[src/rtl/uart_bytes_tx.sv]
`default_nettype none
// ============================================================================
//  Module   : uart_bytes_tx
//  Purpose  : UART packet transmitter. A packet is one header frame
//             {rw_flag, 1'b1, target_mem_type, target_addr}. A write packet
//             also carries BYTE_COUNT payload frames {4'b0000, byte}, sent
//             MSB byte first. Each frame is 1 start bit, DATA_BITS data bits
//             sent LSB first, and 1 stop bit. Every bit lasts CLKS_PER_BIT
//             cycles.
//  Revision : 1.0 - initial release
// ============================================================================
module uart_bytes_tx #(
    parameter int BYTE_COUNT   = 4,
    parameter int DATA_BITS    = 12,
    parameter int CLKS_PER_BIT = 868
) (
    input  logic        clk,
    input  logic        reset,
    input  logic        start,
    input  logic        rw_flag,
    input  logic        target_mem_type,
    input  logic [8:0]  target_addr,
    input  logic [31:0] data_in,
    output logic        tx,
    output logic        busy,
    output logic        done
);

    // ------------------------------------------------------------------------
    // Counter widths and terminal values
    // ------------------------------------------------------------------------
    localparam int c_BAUD_W = (CLKS_PER_BIT > 1) ? $clog2(CLKS_PER_BIT) : 1;
    localparam int c_BIT_W  = $clog2(DATA_BITS + 2);
    localparam int c_BYTE_W = (BYTE_COUNT > 1) ? $clog2(BYTE_COUNT) : 1;

    localparam logic [c_BAUD_W-1:0] c_LAST_BAUD = c_BAUD_W'(CLKS_PER_BIT - 1);
    localparam logic [c_BIT_W-1:0]  c_STOP_BIT  = c_BIT_W'(DATA_BITS + 1);
    localparam logic [c_BYTE_W-1:0] c_LAST_BYTE = c_BYTE_W'(BYTE_COUNT - 1);

    // ------------------------------------------------------------------------
    // State encoding
    // ------------------------------------------------------------------------
    localparam logic [1:0] c_IDLE        = 2'd0;
    localparam logic [1:0] c_SEND_HEADER = 2'd1;
    localparam logic [1:0] c_SEND_BYTE   = 2'd2;
    localparam logic [1:0] c_DONE        = 2'd3;

    // ------------------------------------------------------------------------
    // Registers
    // ------------------------------------------------------------------------
    logic [1:0]          r_state;
    logic [c_BAUD_W-1:0] r_baud_cnt;   // cycle position inside the current bit
    logic [c_BIT_W-1:0]  r_bit_cnt;    // 0 = start bit, DATA_BITS+1 = stop bit
    logic [c_BYTE_W-1:0] r_byte_cnt;   // payload byte being sent
    logic                r_rw;
    logic                r_mem;
    logic [8:0]          r_addr;
    logic [31:0]         r_data;
    logic                r_tx;
    logic                r_busy;
    logic                r_done;

    // ------------------------------------------------------------------------
    // Combinational signals
    // ------------------------------------------------------------------------
    logic [1:0]           w_state_nxt;
    logic [c_BAUD_W-1:0]  w_baud_nxt;
    logic [c_BIT_W-1:0]   w_bit_nxt;
    logic [c_BYTE_W-1:0]  w_byte_nxt;
    logic                 w_sending;
    logic                 w_sending_nxt;
    logic                 w_accept;
    logic                 w_bit_end;
    logic                 w_frame_end;
    logic                 w_last_byte;
    logic [7:0]           w_byte_sel;
    logic [DATA_BITS-1:0] w_header;
    logic [DATA_BITS-1:0] w_payload;
    logic [DATA_BITS+1:0] w_frame_bits;
    logic                 w_tx_nxt;
    logic                 w_busy_nxt;
    logic                 w_done_nxt;

    assign w_sending   = (r_state == c_SEND_HEADER) || (r_state == c_SEND_BYTE);
    assign w_accept    = (r_state == c_IDLE) && start;
    assign w_bit_end   = (r_baud_cnt == c_LAST_BAUD);
    assign w_frame_end = w_sending && w_bit_end && (r_bit_cnt == c_STOP_BIT);
    assign w_last_byte = (r_byte_cnt == c_LAST_BYTE);

    // State register
    always_ff @(posedge clk) begin
        if (!reset) begin
            r_state <= c_IDLE;
        end else begin
            r_state <= w_state_nxt;
        end
    end

    // Next-state decode: header, then payload only for writes, then one DONE cycle
    always_comb begin
        w_state_nxt = r_state;
        case (r_state)
            c_IDLE: begin
                if (start) begin
                    w_state_nxt = c_SEND_HEADER;
                end
            end
            c_SEND_HEADER: begin
                if (w_frame_end) begin
                    w_state_nxt = r_rw ? c_SEND_BYTE : c_DONE;
                end
            end
            c_SEND_BYTE: begin
                if (w_frame_end && w_last_byte) begin
                    w_state_nxt = c_DONE;
                end
            end
            c_DONE: begin
                w_state_nxt = c_IDLE;
            end
            default: begin
                w_state_nxt = c_IDLE;
            end
        endcase
    end

    // Next counter values; frames run back-to-back, so the start bit follows the stop bit directly
    always_comb begin
        w_baud_nxt = '0;
        w_bit_nxt  = '0;
        w_byte_nxt = '0;
        if (w_sending) begin
            w_byte_nxt = r_byte_cnt;
            if (w_frame_end) begin
                if ((r_state == c_SEND_BYTE) && !w_last_byte) begin
                    w_byte_nxt = r_byte_cnt + c_BYTE_W'(1);
                end else begin
                    w_byte_nxt = '0;
                end
            end else if (w_bit_end) begin
                w_bit_nxt = r_bit_cnt + c_BIT_W'(1);
            end else begin
                w_bit_nxt  = r_bit_cnt;
                w_baud_nxt = r_baud_cnt + c_BAUD_W'(1);
            end
        end
    end

    // Counters and the request latch; inputs are captured only when a packet is accepted
    always_ff @(posedge clk) begin
        if (!reset) begin
            r_baud_cnt <= '0;
            r_bit_cnt  <= '0;
            r_byte_cnt <= '0;
            r_rw       <= 1'b0;
            r_mem      <= 1'b0;
            r_addr     <= '0;
            r_data     <= '0;
        end else begin
            r_baud_cnt <= w_baud_nxt;
            r_bit_cnt  <= w_bit_nxt;
            r_byte_cnt <= w_byte_nxt;
            if (w_accept) begin
                r_rw   <= rw_flag;
                r_mem  <= target_mem_type;
                r_addr <= target_addr;
                r_data <= data_in;
            end
        end
    end

    // Payload byte for the upcoming cycle: byte 0 is data[31:24], then downwards
    always_comb begin
        w_byte_sel = r_data[31:24];
        for (int k = 0; k < BYTE_COUNT; k++) begin
            if (w_byte_nxt == c_BYTE_W'(k)) begin
                w_byte_sel = r_data[31 - 8*k -: 8];
            end
        end
    end

    // Frame word framed by start (LSB) and stop (MSB) bits so the bit counter indexes it directly
    always_comb begin
        w_header       = '0;
        w_header[11:0] = {r_rw, 1'b1, r_mem, r_addr};
        w_payload      = '0;
        w_payload[7:0] = w_byte_sel;
        if (w_state_nxt == c_SEND_BYTE) begin
            w_frame_bits = {1'b1, w_payload, 1'b0};
        end else begin
            w_frame_bits = {1'b1, w_header, 1'b0};
        end
    end

    // Output decode from the next state so tx, busy and done come straight from flops.
    // On the accepting edge the header latch is not loaded yet, but bit 0 is the
    // start bit, which does not depend on it.
    assign w_sending_nxt = (w_state_nxt == c_SEND_HEADER) || (w_state_nxt == c_SEND_BYTE);

    always_comb begin
        w_tx_nxt   = 1'b1;
        w_busy_nxt = (w_state_nxt != c_IDLE);
        w_done_nxt = (w_state_nxt == c_DONE);
        if (w_sending_nxt) begin
            w_tx_nxt = w_frame_bits[w_bit_nxt];
        end
    end

    // Output registers; reset forces the line idle immediately, aborting any frame
    always_ff @(posedge clk) begin
        if (!reset) begin
            r_tx   <= 1'b1;
            r_busy <= 1'b0;
            r_done <= 1'b0;
        end else begin
            r_tx   <= w_tx_nxt;
            r_busy <= w_busy_nxt;
            r_done <= w_done_nxt;
        end
    end

    assign tx   = r_tx;
    assign busy = r_busy;
    assign done = r_done;

endmodule
`default_nettype wire

[config.mk]
export PLATFORM = sky130hd
export DESIGN_NAME = uart_bytes_tx
export DESIGN_NICKNAME = d
export VERILOG_FILES = /design/src/rtl/uart_bytes_tx.sv
export SDC_FILE = /design/constraint.sdc
export NUM_CORES = 1
export LEC_CHECK = 0
export BUFFER_PORTS_ARGS = -buffer_cell sky130_fd_sc_hd__buf_4
export CAP_MARGIN = 10
export CORE_UTILIZATION = 35
export CTS_CLUSTER_DIAMETER = 40
export DETAILED_ROUTE_END_ITERATION = 10
export PLACE_DENSITY = 0.52
export SLEW_MARGIN = 20
export SYNTH_ARGS = -nofsm -noshare
export SYNTH_HDL_FRONTEND = slang
export SYNTH_SLANG_ARGS = --single-unit
[constraint.sdc]
create_clock -name clk -period 3.6 [get_ports clk]
set_input_delay 0.72 -clock clk [delete_from_list [all_inputs] [get_ports clk]]
set_output_delay 0.72 -clock clk [all_outputs]
set_load 0.005 [all_outputs]
==> impl_metrics.tcl <==
set metrics [dict create \
    crit_end "tx" \
    finalCritPeriodShare_pct 91.5 \
    worstPathArrival_ns 3.55 \
    postRouteAntennaNets 0 \
    yosysUniqueCellTypes 53 \
    grt_max_degree 44 \
    synth_seq_cells 64 \
    synth_commonest_cells "nand2_1 (108), dfxtp_1 (64), a21oi_1 (53)" \
    finalMaxSlewViolations 0 \
    firstDrtPassIters 4 \
    synth_top_area_share_pct 40.4 \
    synth_area_leaders "dfxtp_1 (40%), nand2_1 (13%), a21oi_1 (8.4%)" \
    setup_ws_ns 0.307 \
    clk_pin_slew_ns 0.07 \
    syn_avg_cell_area_um2 7.94 \
    cts_buffers 9 \
    r2r_start "r_state[0]" \
    drc 0 \
    setup_viol 0 \
    grt_pass1_vias 2807 \
    post_cts_resized 0 \
    final_nets 507 \
    tightest_slew_ns 0.865 \
    n_fill_cell 908 \
    clock_skew_ns 0.00769 \
    r2r_cells 14 \
    powerDensity_nw_per_um2 421 \
    multi_input_area_um2 1780 \
    post_cts_buffers 0 \
    path_class "flop to flop" \
    antenna_found_initial 0 \
    track_usage_pct 17.3 \
    r2r-end "tx" \
    vias_per_cell 5.01 \
    dp_slack_ns 0.188 \
    cts_hold_buf 0 \
    clock_path_buffers 2 \
    async_reset_ff_share_pct 0 \
    fin_crit_ns 3.29 \
    portBuffers 48 \
    synth_edf_count 0 \
    slew_headroom_pct 42.2 \
    rsz0062_at_grt "false" \
    core-area_um2 8760 \
    seqCellArea_um2 1280 \
    wl_per_cell_um 13.8 \
    insertion_delay_ns 0.33 \
    htreeDepth 3 \
    vias 2809 \
    peakVddDrop_v 0.000154 \
    netlist_instances 400 \
    gp_congestion 0.859 \
    tns_ns 0 \
    die_y_um 97.2 \
    rows 34 \
    start_util_pct 36.2 \
    ys_seq_area_share_pct 40.4 \
    p_leak_nw 1.53 \
    clock-root-buffer "clkbuf_8" \
    synth_flop_cell "dfxtp_1" \
    dieArea_um2 9450 \
    max_cap_violations 0 \
    dp_hpwl_um 5580 \
    syn_nets 459 \
    drive_above_1_share_pct 18.5 \
    num_io_pins 49 \
    synth_top_cell_by_area "dfxtp_1" \
    min-delay-path-class "flop to flop" \
    wl_um 7730 \
    max_freq_ghz 0.304 \
    yosys_warnings 0 \
    yosysMostFrequentCell "nand2_1" \
    crit_start "r_state[0]" \
    p_total_mw 1.63 \
    cts.sink_count 64 \
    cts_tree "yes" \
    grt.overflow.total 0 \
    worstPathMaxFanout 15 \
    timing.critical_path.to_type "flop" \
    worstPathRequired_ns 3.86 \
    area_growth_pct 22.4 \
    critPathLaunchType "flop" \
    status "finished clean" \
    r2r_setup_slack_ns 0.31 \
    first_iter_violations 129 \
    insertedDiodeCount 0 \
    final_hold_viol_count 0 \
    grt_pass1_wl_um 13300 \
    dieWidth_um 97.2 \
    syn_area_um2 3170 \
]
==> critical path, cell delays in order (launching register included) <==
cell      delay (ns)
dfxtp_1         0.35
inv_1           0.12
ha_1            0.33
nand4_1         0.17
nor4_4          0.31
buf_4           0.26
o21ai_1         0.08
a221oi_1        0.24
a21oi_1         0.10
inv_2           0.10
ha_2            0.34
nand2_1         0.18
o31ai_1         0.28
o311ai_1        0.14
a32oi_1         0.21
==> metrics by stage <==
step,instances,util (%),hold slack [ns],area [um2]
3_3_place_gp,545,41.8,0.441,3660
5_1_grt,561,44.3,0.476,3890
6_report,561,44.3,0.453,3890
4_1_cts,561,44.3,0.455,3880
2_1_floorplan,400,-,0.426,3170
3_5_place_dp,545,41.8,0.445,3660
==> routing by layer <==
layer	wire, um	part of all wire (%)	track usage, %	up-vias
met4	93	1.2	5.66	0
met3	265	3.4	3.88	6
met5	0	0	0	-
li1	-	-	-	1452
met1	3720	48	22.4	1301
met2	3650	47	28.5	50
==> sequential cells by signal, summed over array words and instances (netlist names) <==
signal      cells
r_data         32
r_baud_cnt     10
r_addr          9
r_bit_cnt       4
r_byte_cnt      2
r_state         2
busy            1
done            1
r_mem           1
r_rw            1
tx              1
==> cells in the final DEF, fill, tap and decap left out, types with 3 or more instances in the layout <==
cell type	count
nand2_1	108
nand3b_1	4
mux2_1	3
inv_1	9
a21oi_1	53
mux2i_2	3
buf_4	55
nor3_1	4
clkbuf_8	10
and2_1	5
xor2_1	7
nor2_1	29
o21ai_0	10
dfxtp_1	64
mux2i_1	10
ha_1	12
xnor2_1	3
nor2b_1	3
nand2b_1	3
nand3_1	9
==> worst min-delay path by stage <==
stage | from | cells past startpoint | endpoint | slack (ns)
finish | r_addr[2] | 2 | r_addr[2] | 0.45
floorplan | r_baud_cnt[0] | 1 | r_baud_cnt[0] | 0.43
global placement | r_baud_cnt[0] | 1 | r_baud_cnt[0] | 0.44
detailed placement | r_addr[2] | 2 | r_addr[2] | 0.45
CTS | r_addr[2] | 2 | r_addr[2] | 0.46
global route | r_addr[2] | 2 | r_addr[2] | 0.48
==> where the power goes <==
part / internal (mW) / switching (mW) / leakage, nW
logic: 0.0814 / 0.0988 / 0.901
registers: 0.745 / 0.0199 / 0.523
clock network: 0.408 / 0.282 / 0.106
==> kinds of logic after synthesis <==
family | Yosys count | share of synthesized area [%]
and+or+nand+nor | 181 | 26.3
DFF | 64 | 40.4
buffers and inverters | 29 | 3.70
adders and majority gates | 13 | 5.12
muxes | 18 | 6.23
xor gates and xnor gates | 10 | 2.76
AOI/OAI and AO/OA | 85 | 15.5
==> final cells by class <==
| type | instances | share of cell area [%] |
|---|---|---|
| Clock buffer | 11 | 3.64 |
| Clock inverter | 5 | 2.06 |
| Inverter | 10 | 0.966 |
| Multi-Input combinational cell | 307 | 45.8 |
| Sequential cell | 64 | 33.0 |
| Tap cell | 108 | 3.48 |
| Timing Repair Buffer | 56 | 11.1 |
(Power assumes the default switching activity.)
